File: config.mk
export PLATFORM = sky130hd
export DESIGN_NAME = multicycle_ctrl_fsm
export DESIGN_NICKNAME = d
export VERILOG_FILES = /design/src/rtl/multicycle_ctrl_fsm.sv
export SDC_FILE = /design/constraint.sdc
export NUM_CORES = 1
export LEC_CHECK = 0
export ABC_AREA = 1
export BUFFER_PORTS_ARGS = -buffer_cell sky130_fd_sc_hd__buf_2
export CAP_MARGIN = 25
export CORE_MARGIN = 4
export CORE_UTILIZATION = 29
export DETAILED_ROUTE_END_ITERATION = 7
export GPL_ROUTABILITY_DRIVEN = 0
export SETUP_SLACK_MARGIN = 0.5
export SLEW_MARGIN = 20
export SYNTH_ARGS = -nofsm -noshare
export SYNTH_HDL_FRONTEND = slang
export SYNTH_SLANG_ARGS = --single-unit
File: constraint.sdc
create_clock -name clk -period 2.9 [get_ports clk]
set_input_delay 0.87 -clock clk [delete_from_list [all_inputs] [get_ports clk]]
set_output_delay 0.87 -clock clk [all_outputs]
set_load 0.01 [all_outputs]
File: src/rtl/multicycle_ctrl_fsm.sv
// Main control FSM for a multicycle ARM-style datapath: sequences fetch, decode,
// memory and ALU steps and drives the datapath selects and unconditioned write enables.
module multicycle_ctrl_fsm (
  input  logic       clk,
  input  logic       reset,
  input  logic [1:0] Op,
  input  logic [5:0] Funct,
  input  logic [3:0] Rd,
  input  logic       MemReady,
  output logic       IRWrite,
  output logic       NextPC,
  output logic       AdrSrc,
  output logic [1:0] ALUSrcA,
  output logic [1:0] ALUSrcB,
  output logic [1:0] ResultSrc,
  output logic [1:0] ALUControl,
  output logic       RegW,
  output logic       MemW,
  output logic       PCS,
  output logic [1:0] FlagW,
  output logic       IllegalOp,
  output logic [3:0] State
);

  localparam int unsigned STATE_W = 4;
  localparam int unsigned CMD_W   = 4;

  typedef enum logic [STATE_W-1:0] {
    FETCH  = 4'd0,
    DECODE = 4'd1,
    MEMADR = 4'd2,
    MEMRD  = 4'd3,
    MEMWB  = 4'd4,
    MEMWR  = 4'd5,
    EXECR  = 4'd6,
    EXECI  = 4'd7,
    ALUWB  = 4'd8,
    BRANCH = 4'd9
  } state_t;

  state_t state_q;
  state_t state_d;

  logic [CMD_W-1:0] cmd;
  logic             imm;
  logic             set_flags;
  logic             alu_en;

  assign imm       = Funct[5];
  assign cmd       = Funct[4:1];
  assign set_flags = Funct[0];

  // State register; reset returns to FETCH without waiting for an edge.
  always_ff @(posedge clk or negedge reset) begin
    if (!reset) state_q <= FETCH;
    else        state_q <= state_d;
  end

  // Next-state logic; unlisted conditions hold, unused encodings recover to FETCH.
  always_comb begin
    state_d = state_q;
    case (state_q)
      FETCH:  if (MemReady) state_d = DECODE;
      DECODE: begin
        case (Op)
          2'b01:   state_d = MEMADR;
          2'b00:   state_d = imm ? EXECI : EXECR;
          2'b10:   state_d = BRANCH;
          default: state_d = FETCH;
        endcase
      end
      MEMADR: state_d = set_flags ? MEMRD : MEMWR;
      MEMRD:  if (MemReady) state_d = MEMWB;
      MEMWR:  if (MemReady) state_d = FETCH;
      EXECR:  state_d = ALUWB;
      EXECI:  state_d = ALUWB;
      MEMWB:  state_d = FETCH;
      ALUWB:  state_d = FETCH;
      BRANCH: state_d = FETCH;
      default: state_d = FETCH;
    endcase
  end

  // Moore outputs from the state register, with MemReady-qualified fetch enables.
  always_comb begin
    IRWrite    = 1'b0;
    NextPC     = 1'b0;
    AdrSrc     = 1'b0;
    ALUSrcA    = 2'b00;
    ALUSrcB    = 2'b00;
    ResultSrc  = 2'b00;
    ALUControl = 2'b00;
    RegW       = 1'b0;
    MemW       = 1'b0;
    PCS        = 1'b0;
    FlagW      = 2'b00;
    IllegalOp  = 1'b0;
    alu_en     = 1'b0;

    case (state_q)
      FETCH: begin
        ALUSrcA   = 2'b01;
        ALUSrcB   = 2'b10;
        ResultSrc = 2'b10;
        IRWrite   = MemReady;
        NextPC    = MemReady;
      end
      DECODE: begin
        ALUSrcA   = 2'b01;
        ALUSrcB   = 2'b10;
        ResultSrc = 2'b10;
        IllegalOp = (Op == 2'b11);
      end
      MEMADR: ALUSrcB = 2'b01;
      MEMRD:  AdrSrc = 1'b1;
      MEMWB: begin
        ResultSrc = 2'b01;
        RegW      = 1'b1;
      end
      MEMWR: begin
        AdrSrc = 1'b1;
        MemW   = 1'b1;
      end
      EXECR: alu_en = 1'b1;
      EXECI: begin
        ALUSrcB = 2'b01;
        alu_en  = 1'b1;
      end
      ALUWB: RegW = 1'b1;
      BRANCH: begin
        ALUSrcB   = 2'b01;
        ResultSrc = 2'b10;
        PCS       = 1'b1;
      end
      default: ;
    endcase

    if (alu_en) begin
      case (cmd)
        4'b0100: ALUControl = 2'b00;
        4'b0010: ALUControl = 2'b01;
        4'b0000: ALUControl = 2'b10;
        4'b1100: ALUControl = 2'b11;
        default: ALUControl = 2'b00;
      endcase
      FlagW = {set_flags, set_flags & ((cmd == 4'b0100) || (cmd == 4'b0010))};
    end

    // A register write to R15 is a PC write.
    PCS = PCS | (RegW & (Rd == 4'hF));

    if (!reset) begin
      IRWrite   = 1'b0;
      NextPC    = 1'b0;
      RegW      = 1'b0;
      MemW      = 1'b0;
      PCS       = 1'b0;
      FlagW     = 2'b00;
      IllegalOp = 1'b0;
    end
  end

  assign State = STATE_W'(state_q);

endmodule
==> out/qor.yml <==
layout:
  n_antenna_cell: 0
  instances_no_fill: 137
  drive_above_1_share: 0.512
  regArea_sq_um: 103
  final_core_util: 0.484
  nets: 138
  design_area_sq_um: 746
  fillCellCount: 181
  largest_reg_flops: 4
  multi_input_area_sq_um: 338
  syn_to_final_growth_pct: 54.8
critical_path:
  worstReg2RegStart: "State[3]"
  worstSetupPathType: "in2out"
  end_kind: "output pin"
  r2r_end: "State[0]"
  r2r_slack_ps: 1680
  crit_path_end: "ALUControl[0]"
  rr_worst_depth: 7
  start_kind: "input pin"
  cp.arrival_ps: 1480
  worst-path-max-fanout: 3
  crit_required_ps: 2030
  startpoint: "Funct[1]"
cts:
  cts-buffers-inserted: 3
  cts_buffer_depth: 2
  cts_tree: "yes"
  cts_sinks: 4
  htree_num_levels: 1
  clk_latency_ps: 230
  cts_hold_buf: 0
  clk_pin_slew_ps: 40
  clock-root-buffer: "clkbuf_4"
route:
  vias: 660
  wl_per_cell_um: 10.7
  antenna_left: 0
  dr.pass1.iters: 4
  drc: 0
  wirelength_mm: 1.47
  vias_per_cell: 4.82
  drtIter0Drc: 13
synth:
  ys_types: 24
  async_flop_share: 1.00
  synth_nets: 97
  yosys_warnings: 0
  synth_edf_count: 0
  syn_inst: 82
  synth_top_area_frac: 0.208
  yosys-top-cells-area: "dfrtp_1 21%, nand2_1 17%, nand3_1 10%"
  ys.flop_type: "dfrtp_1"
  syn_area_sq_um: 482
  avgSynthCellArea_sq_um: 5.87
  yosys.area.top_type: "dfrtp_1"
  ys_ff_latch: 4
  yosysSeqAreaShare: 0.208
timing:
  tns_ps: 0
  fmax_mhz: 426
  clock_skew_ps: 4.40
  slew_violations: 0
  rsz0062_at_grt: "yes"
  min_period_over_period: 0.809
  hold_viol_final: 0
  setup_viol: 0
  fin_crit_ps: 2350
status:
  status: "completed"
global_route:
  grt_start_max_net_pins: 10
  grt_pass1_wl_mm: 2.39
  grt_pass1_vias: 588
  antenna_found_initial: 0
  grt_usage: 0.121
  globalRoute.totalOverflow: 0
die:
  start_util: 0.313
  dieArea_sq_mm: 0.00238
  die_h_um: 48.8
  ios: 36
  rows: 14
  fp.dieW_um: 48.8
  core_sq_mm: 0.00154
pwr:
  power_density_mw_per_mm2: 924
  combPwrFrac: 0.720
  power_switching_mw: 0.354
  leakage_nw: 0.435
  p_int_mw: 0.334
  swShare: 0.515
  ir_worst_vdd_mv: 0.467
  power.clock.fraction: 0.100
  seqPwrFrac: 0.180
place:
  dp.cells: 130
  dp_hpwl_mm: 1.20
  portBuffers: 34
  placed_cell_area_sq_um: 657
run:
  maxCapViolCount: 0
worst_hold_path:
  hp-class: "in2async"
-- critical path, cell delays in order --
cell     delay, ps
buf_2          120
nor2_4         120
nand3_2         90
a21oi_2        140
buf_2          140
-- routing by layer --
layer,GRT usage,routed length [um],vias up
met4,0.0538,0,0
met2,0.215,763,24
met1,0.142,588,298
met3,0.0153,116,0
met5,0,0,-
li1,-,-,338
-- layout by cell type, fill, tap and decap left out, types with 2 or more instances in the layout --
cell	synthesis	routed
a21oi_2	0	2
buf_2	0	33
buf_4	2	4
clkbuf_4	0	4
dfrtp_1	4	2
dfrtp_2	0	2
inv_1	13	10
inv_2	2	5
nand2_1	22	22
nand2_2	2	2
nand3_1	10	9
nand3_2	1	2
nor2_1	5	4
nor2_2	2	2
nor2_4	2	3
o21ai_0	3	2
o21ai_1	1	2
-- per-stage QoR --
step                      setup WS (ps)  power (mW)  hold WS [ps]
after floorplan                     545       0.411           574
after global placement              462       0.556           696
final                               555       0.689           462
after detailed placement            441       0.556           685
after global routing                496       0.759           459
after CTS                           486       0.634           440
-- worst min-delay path by stage --
stage	from	end	slack, ps	depth (start not counted)
final	reset	State[0]	460	1
after CTS	reset	State[0]	440	1
after detailed placement	State[0]	State[0]	690	2
after floorplan	reset	State[0]	570	0
after global placement	reset	State[0]	700	1
after global routing	reset	State[0]	460	1
-- layout make-up --
class                   count  area share
inverters                  16      0.0805
flip-flops and latches      4       0.138
clock buffers               3      0.0302
well taps                  16      0.0268
repair buffers             38       0.272
multi-input cells          60       0.453
-- synth_stat cells (2+ instances only) --
master / n
nand3_1: 10
nand2_1: 22
nor2_4: 2
nor2_1: 5
a21oi_1: 3
inv_1: 13
nor2_2: 2
inv_2: 2
nand2_2: 2
buf_4: 2
dfrtp_1: 4
o21ai_0: 3
-- repair_timing --
action / in CTS / in global routing
setup buffers: 0 / 4
endpoints found under the setup margin: 4 / 7
resized for setup: 2 / 12
pin swaps: 1 / 4
-- power groups by stage --
stage	combinational (mW)	clock, mW	sequential, mW
global route	0.555	0.0750	0.128
global placement	0.427	0	0.128
floorplan	0.279	0	0.132
CTS	0.433	0.0741	0.127
finish	0.496	0.0689	0.124
detailed placement	0.429	0	0.127
-- cell families after synthesis --
logic type,share of synthesized area
other,0.00778
DFF,0.208
and+or+nand+nor,0.507
AOI/OAI and AO/OA,0.122
buffers and inverters,0.156
Power figures use the tool's default switching activity.
